<file path="src/rtl/foreground_object_scheduler.sv">
// Per-scanline foreground sprite evaluator: scans Object Memory in index order and
// emits up to MAX_SLOTS slot records (X, pattern row, color, hflip) for target_y.
//
// state | meaning
// ------+---------------------------------------------------------------
// IDLE  | waiting for line_start
// RD_Y  | issue OBM read of object Y (byte 1)
// CHK_Y | hit test on Y; pick next object, overflow exit or fetch
// RD_X  | issue OBM read of X (byte 0)
// RD_A  | capture X; issue read of attr (byte 2)
// RD_C  | capture attr; issue read of color (byte 3)
// RD_P0 | capture color; issue PMF read of pattern high byte
// RD_P1 | capture high byte; issue PMF read of pattern low byte
// WRITE | slot_we with low byte forwarded straight from pmf_data
// DONE  | one-cycle done pulse
module foreground_object_scheduler #(
  parameter int NUM_OBJECTS = 64,
  parameter int MAX_SLOTS   = 8,
  localparam int IDX_W = (MAX_SLOTS > 1) ? $clog2(MAX_SLOTS) : 1,
  localparam int CNT_W = $clog2(MAX_SLOTS + 1)
) (
  input  logic             clk_12_5875,
  input  logic             rst,
  input  logic             line_start,
  input  logic [7:0]       target_y,
  output logic [7:0]       obm_addr,
  input  logic [7:0]       obm_data,
  output logic [8:0]       pmf_addr,
  input  logic [7:0]       pmf_data,
  output logic             slot_we,
  output logic [IDX_W-1:0] slot_idx,
  output logic [7:0]       slot_x,
  output logic [15:0]      slot_line,
  output logic [2:0]       slot_color,
  output logic             slot_hflip,
  output logic [CNT_W-1:0] slot_count,
  output logic             busy,
  output logic             done,
  output logic             overflow
);

  typedef enum logic [3:0] {
    IDLE, RD_Y, CHK_Y, RD_X, RD_A, RD_C, RD_P0, RD_P1, WRITE, DONE
  } state_t;

  localparam logic [5:0]       LAST_IDX  = 6'(NUM_OBJECTS - 1);
  localparam logic [CNT_W-1:0] SLOT_FULL = CNT_W'(MAX_SLOTS);

  state_t state, state_n;

  logic [7:0]  ty_q;
  logic [5:0]  obma;
  logic [2:0]  row_q;
  logic [7:0]  x_q;
  logic [4:0]  pmfa_q;
  logic        vflip_q;
  logic        hflip_q;
  logic [2:0]  color_q;
  logic [7:0]  hi_q;

  logic [IDX_W-1:0] held_idx;
  logic [7:0]       held_x;
  logic [15:0]      held_line;
  logic [2:0]       held_color;
  logic             held_hflip;

  logic       y_hit;
  logic       obma_last;
  logic       slots_full;
  logic [2:0] pat_row;

  // No wrap at the bottom of the frame: the 9-bit add keeps Y=0xFC from reaching line 0.
  assign y_hit      = (obm_data <= ty_q) && ({1'b0, ty_q} < ({1'b0, obm_data} + 9'd8));
  assign obma_last  = (obma == LAST_IDX);
  assign slots_full = (slot_count == SLOT_FULL);
  assign pat_row    = vflip_q ? (3'd7 - row_q) : row_q;

  always_ff @(posedge clk_12_5875 or negedge rst) begin
    if (!rst) state <= IDLE;
    else      state <= state_n;
  end

  always_comb begin
    state_n    = state;
    obm_addr   = 8'd0;
    pmf_addr   = 9'd0;
    slot_we    = 1'b0;
    slot_idx   = held_idx;
    slot_x     = held_x;
    slot_line  = held_line;
    slot_color = held_color;
    slot_hflip = held_hflip;
    busy       = (state != IDLE);
    done       = 1'b0;

    case (state)
      IDLE:  state_n = IDLE;
      RD_Y: begin
        obm_addr = {obma, 2'd1};
        state_n  = CHK_Y;
      end
      CHK_Y: begin
        if (!y_hit)          state_n = obma_last ? DONE : RD_Y;
        else if (slots_full) state_n = DONE;
        else                 state_n = RD_X;
      end
      RD_X: begin
        obm_addr = {obma, 2'd0};
        state_n  = RD_A;
      end
      RD_A: begin
        obm_addr = {obma, 2'd2};
        state_n  = RD_C;
      end
      RD_C: begin
        obm_addr = {obma, 2'd3};
        state_n  = RD_P0;
      end
      RD_P0: begin
        pmf_addr = {pmfa_q, pat_row, 1'b0};
        state_n  = RD_P1;
      end
      RD_P1: begin
        pmf_addr = {pmfa_q, pat_row, 1'b1};
        state_n  = WRITE;
      end
      WRITE: begin
        slot_we    = 1'b1;
        slot_idx   = slot_count[IDX_W-1:0];
        slot_x     = x_q;
        slot_line  = {hi_q, pmf_data};
        slot_color = color_q;
        slot_hflip = hflip_q;
        state_n    = obma_last ? DONE : RD_Y;
      end
      DONE: begin
        done    = 1'b1;
        state_n = IDLE;
      end
      default: state_n = IDLE;
    endcase

    // A new line_start always wins, including mid-scan aborts.
    if (line_start) state_n = RD_Y;
  end

  always_ff @(posedge clk_12_5875 or negedge rst) begin
    if (!rst) begin
      ty_q       <= 8'd0;
      obma       <= 6'd0;
      row_q      <= 3'd0;
      x_q        <= 8'd0;
      pmfa_q     <= 5'd0;
      vflip_q    <= 1'b0;
      hflip_q    <= 1'b0;
      color_q    <= 3'd0;
      hi_q       <= 8'd0;
      slot_count <= '0;
      overflow   <= 1'b0;
      held_idx   <= '0;
      held_x     <= 8'd0;
      held_line  <= 16'd0;
      held_color <= 3'd0;
      held_hflip <= 1'b0;
    end else if (line_start) begin
      ty_q       <= target_y;
      obma       <= 6'd0;
      slot_count <= '0;
      overflow   <= 1'b0;
    end else begin
      case (state)
        CHK_Y: begin
          if (!y_hit) begin
            if (!obma_last) obma <= obma + 6'd1;
          end else if (slots_full) begin
            overflow <= 1'b1;
          end else begin
            row_q <= ty_q[2:0] - obm_data[2:0];
          end
        end
        RD_A:  x_q <= obm_data;
        RD_C: begin
          pmfa_q  <= obm_data[4:0];
          vflip_q <= obm_data[5];
          hflip_q <= obm_data[6];
        end
        RD_P0: color_q <= obm_data[2:0];
        RD_P1: hi_q    <= pmf_data;
        WRITE: begin
          held_idx   <= slot_count[IDX_W-1:0];
          held_x     <= x_q;
          held_line  <= {hi_q, pmf_data};
          held_color <= color_q;
          held_hflip <= hflip_q;
          slot_count <= slot_count + CNT_W'(1);
          if (!obma_last) obma <= obma + 6'd1;
        end
        default: ;
      endcase
    end
  end

endmodule

</file>
<file path="config.mk">
export PLATFORM = sky130hd
export DESIGN_NAME = foreground_object_scheduler
export DESIGN_NICKNAME = d
export VERILOG_FILES = /design/src/rtl/foreground_object_scheduler.sv
export SDC_FILE = /design/constraint.sdc
export NUM_CORES = 1
export LEC_CHECK = 0
export ABC_AREA = 1
export BUFFER_PORTS_ARGS = -buffer_cell sky130_fd_sc_hd__buf_2
export CORE_ASPECT_RATIO = 2
export CORE_MARGIN = 1
export CORE_UTILIZATION = 34
export DETAILED_ROUTE_END_ITERATION = 16
export PLACE_DENSITY_LB_ADDON = 0.08
export SETUP_SLACK_MARGIN = 0.05
export SLEW_MARGIN = 20
export SYNTH_ARGS = -nofsm -noshare
export SYNTH_HDL_FRONTEND = slang
export SYNTH_SLANG_ARGS = --single-unit
</file>
<file path="constraint.sdc">
create_clock -name clk_12_5875 -period 1.9 [get_ports clk_12_5875]
set_clock_uncertainty 0.05 [all_clocks]
set_input_delay 0.19 -clock clk_12_5875 [delete_from_list [all_inputs] [get_ports clk_12_5875]]
set_output_delay 0.19 -clock clk_12_5875 [all_outputs]
set_load 0.03 [all_outputs]
</file>
==> impl_metrics.csv <==
group,metric,value,unit
finish,fin_nets,711,
synth,ys_seq_area_share,46.0,%
placed_design,place_area,5180,sq um
die,initial_utilization,34.8,%
synth,synth_area_leaders,"dfrtp_1 46%, nand2_1 13%, inv_1 6.0%, ha_1 5.5%, o21ai_0 3.9%",
sta,finalSetupTns,-13.9,ps
status,outcome,"complete, but fails checks",
sta,setup_viol,1,
synth,ys_warn_count,0,
synth,syn_area,4520,sq um
routing,wl,12100,um
die,fp.dieArea,13800,sq um
die,coreArea,13000,sq um
placed_design,place_hpwl,8530,um
routing,avgViaCountPerCell,4.75,
worst_hold_path,holdCritPathClass,"in2reg",
power_and_ir_drop,p_leak,3.05,nW
cts,htree_levels,3,
sta,period_share,101,%
die,die_w,83.5,um
cts,root_buffer,"clkbuf_16",
sta,period_needed,1910,ps
global_route,grt_max_degree,41,
synth,synth_top_cell_by_area,"dfrtp_1",
cts,numCtsBuffers,9,
synth,synthTopCellsByCount,"160 x nand2_1, 83 x dfrtp_1, 72 x inv_1, 35 x o21ai_0, 35 x o21ai_1",
cts,clock_latency,330,ps
setup_path,endpoint_kind,"output pin",
cts,cts_tree,"built",
sta,finalMaxSlewViolations,0,
synth,netlist_instances,556,
synth,ys_async_sr_fraction,100,%
setup_path,cp.arrival,1670,ps
sta,setup_slack,-13.9,ps
routing,drc,0,
setup_path,crit_type,"reg2out",
cts,cts.path.max_buffers,2,
sta,max_freq,523,MHz
sta,worstMarginPinSlew,570,ps
setup_path,cp_max_fo,7,
setup_path,start_kind,"register",
global_route,grt_overflow_total,0,
finish,syn_to_final_growth,37.3,%
finish,final_area,6210,sq um
placed_design,gp_congestion,0.849,
cts,clk_pin_slew,60,ps
status,violations,"negative setup slack",
sta,hold_viol_final,0,
routing,drt_iter0_drc,156,
global_route,grt_pass1_wl,19800,um
finish,n_antenna_cell,0,
synth,synth_ff_type,"dfrtp_1",
sta,whs,12.0,ps
synth,synth.distinct_cells,40,
placed_design,port_buffers,82,
global_route,grt_pass1_vias,4041,
synth,yosysMostFrequentCell,"nand2_1",
die,die_y,165,um
routing,wl_per_cell,14.7,um
synth,synthesis.nets,604,
placed_design,dp_slack,-142,ps
routing,drtPass1Iterations,4,
cts,cts_sinks,83,
finish,drive_above_1_share,32.9,%
die,num_rows,59,
synth,synth.avg_cell_area,8.13,sq um
synth,synth-edff-count,0,
synth,netlist.area_leader.share,46.0,%
die,ios,83,
routing,postRouteAntennaNets,0,
power_and_ir_drop,peakVddDrop,560,uV
power_and_ir_drop,power.density,1020,nW/um^2
job,cap_violations,0,
routing,num_vias,3892,
synth,ys_seq_elements,83,
sta,grt_setup_unrepaired,"true",
global_route,track_usage,18.3,%
finish,fill_cells,1322,
global_route,antenna_found_initial,0,
sta,slew_headroom,62.0,%
setup_path,cp_data_required_time,1660,ps
==> flip-flops by register name, summed over array words and instances, names as in the netlist <==
signal,count
overflow,1
hflip_q,1
held_x,8
x_q,8
slot_count,4
color_q,3
row_q,3
hi_q,8
held_idx,3
state,4
held_line,16
held_hflip,1
pmfa_q,5
ty_q,8
obma,6
vflip_q,1
held_color,3
==> where the power goes <==
part           internal, mW  switching (mW)  total (mW)
clock network          1.23           0.732        1.96
registers              2.17           0.244        2.42
logic                 0.799            1.15        1.95
total                  4.20            2.13        6.33
==> layout make-up <==
type                    instances  area (sq um)  area share [%]
clock buffers                  11           253            4.07
repair buffers                114           901            14.5
flip-flops and latches         83          2080            33.5
well taps                     152           190            3.06
clock inverters                 5          85.1            1.37
inverters                      78           319            5.14
repair inverters                2          27.5           0.444
multi-input cells             375          2350            37.9
==> layout by cell type (no fill, tap or decap), drive strengths merged, types with 2 or more instances in the layout <==
master,instances
nand2,166
buf,113
o21ai,90
dfrtp,83
inv,79
nor2,44
ha,20
nand3,17
clkbuf,11
a21oi,10
xor2,5
xnor2,4
nand4,3
clkinv,3
o21a,2
a31oi,2
nor3b,2
bufinv,2
nor3,2
==> path summary, 6_finish.rpt <==
kind	from	endpoint	slack [ps]	cells past startpoint
worst max-delay path	state[0]	slot_idx[0]	-10	7
worst min register to register	color_q[1]	color_q[1]	430	2
worst max register to register	ty_q[4]	row_q[0]	90	9
min in group asynchronous	rst	held_x[5]	340	2
max in group asynchronous	rst	state[3]	760	3
worst min-delay path	target_y[5]	ty_q[5]	10	3
==> per-layer routing <==
metal | vias to the layer above | global-route usage [%] | wire (um)
li1 | 1963 | - | -
met1 | 1843 | 19.6 | 4730
met2 | 69 | 35.4 | 6790
met3 | 17 | 3.10 | 342
met4 | 0 | 6.78 | 217
met5 | - | 0 | 0
==> through the flow <==
| step | power, mW | util, % | instances |
|---|---|---|---|
| floorplan | 3.56 | - | 556 |
| global placement | 4.04 | 39.9 | 793 |
| detailed placement | 4.07 | 39.9 | 793 |
| CTS | 6.24 | 45.1 | 815 |
| global route | 6.71 | 47.8 | 820 |
| finish | 6.33 | 47.8 | 820 |
==> cells by family after synthesis <==
group | share of synthesized area [%]
AOI/OAI and AO/OA | 14.5
muxes | 0.249
and+or+nand+nor | 22.5
buffers and inverters | 9.08
adders and majority gates | 5.98
xor gates and xnor gates | 1.74
DFF | 46.0
==> timing repair <==
action,4_1_cts,5_1_grt
gates cloned,2,1
gates resized for setup,80,68
endpoints found under the hold margin,36,0
endpoints found under the setup margin,47,50
pin swaps,2,8
hold buffers,1,0
setup buffers,3,4
==> worst max-delay path, stage by stage, from the launching register on <==
cell	delay, ps
dfrtp_1	410
nor2_4	150
nand3_4	80
buf_12	180
buf_12	160
nor2_4	80
o21bai_4	130
buf_6	150
(Power assumes the default switching activity.)
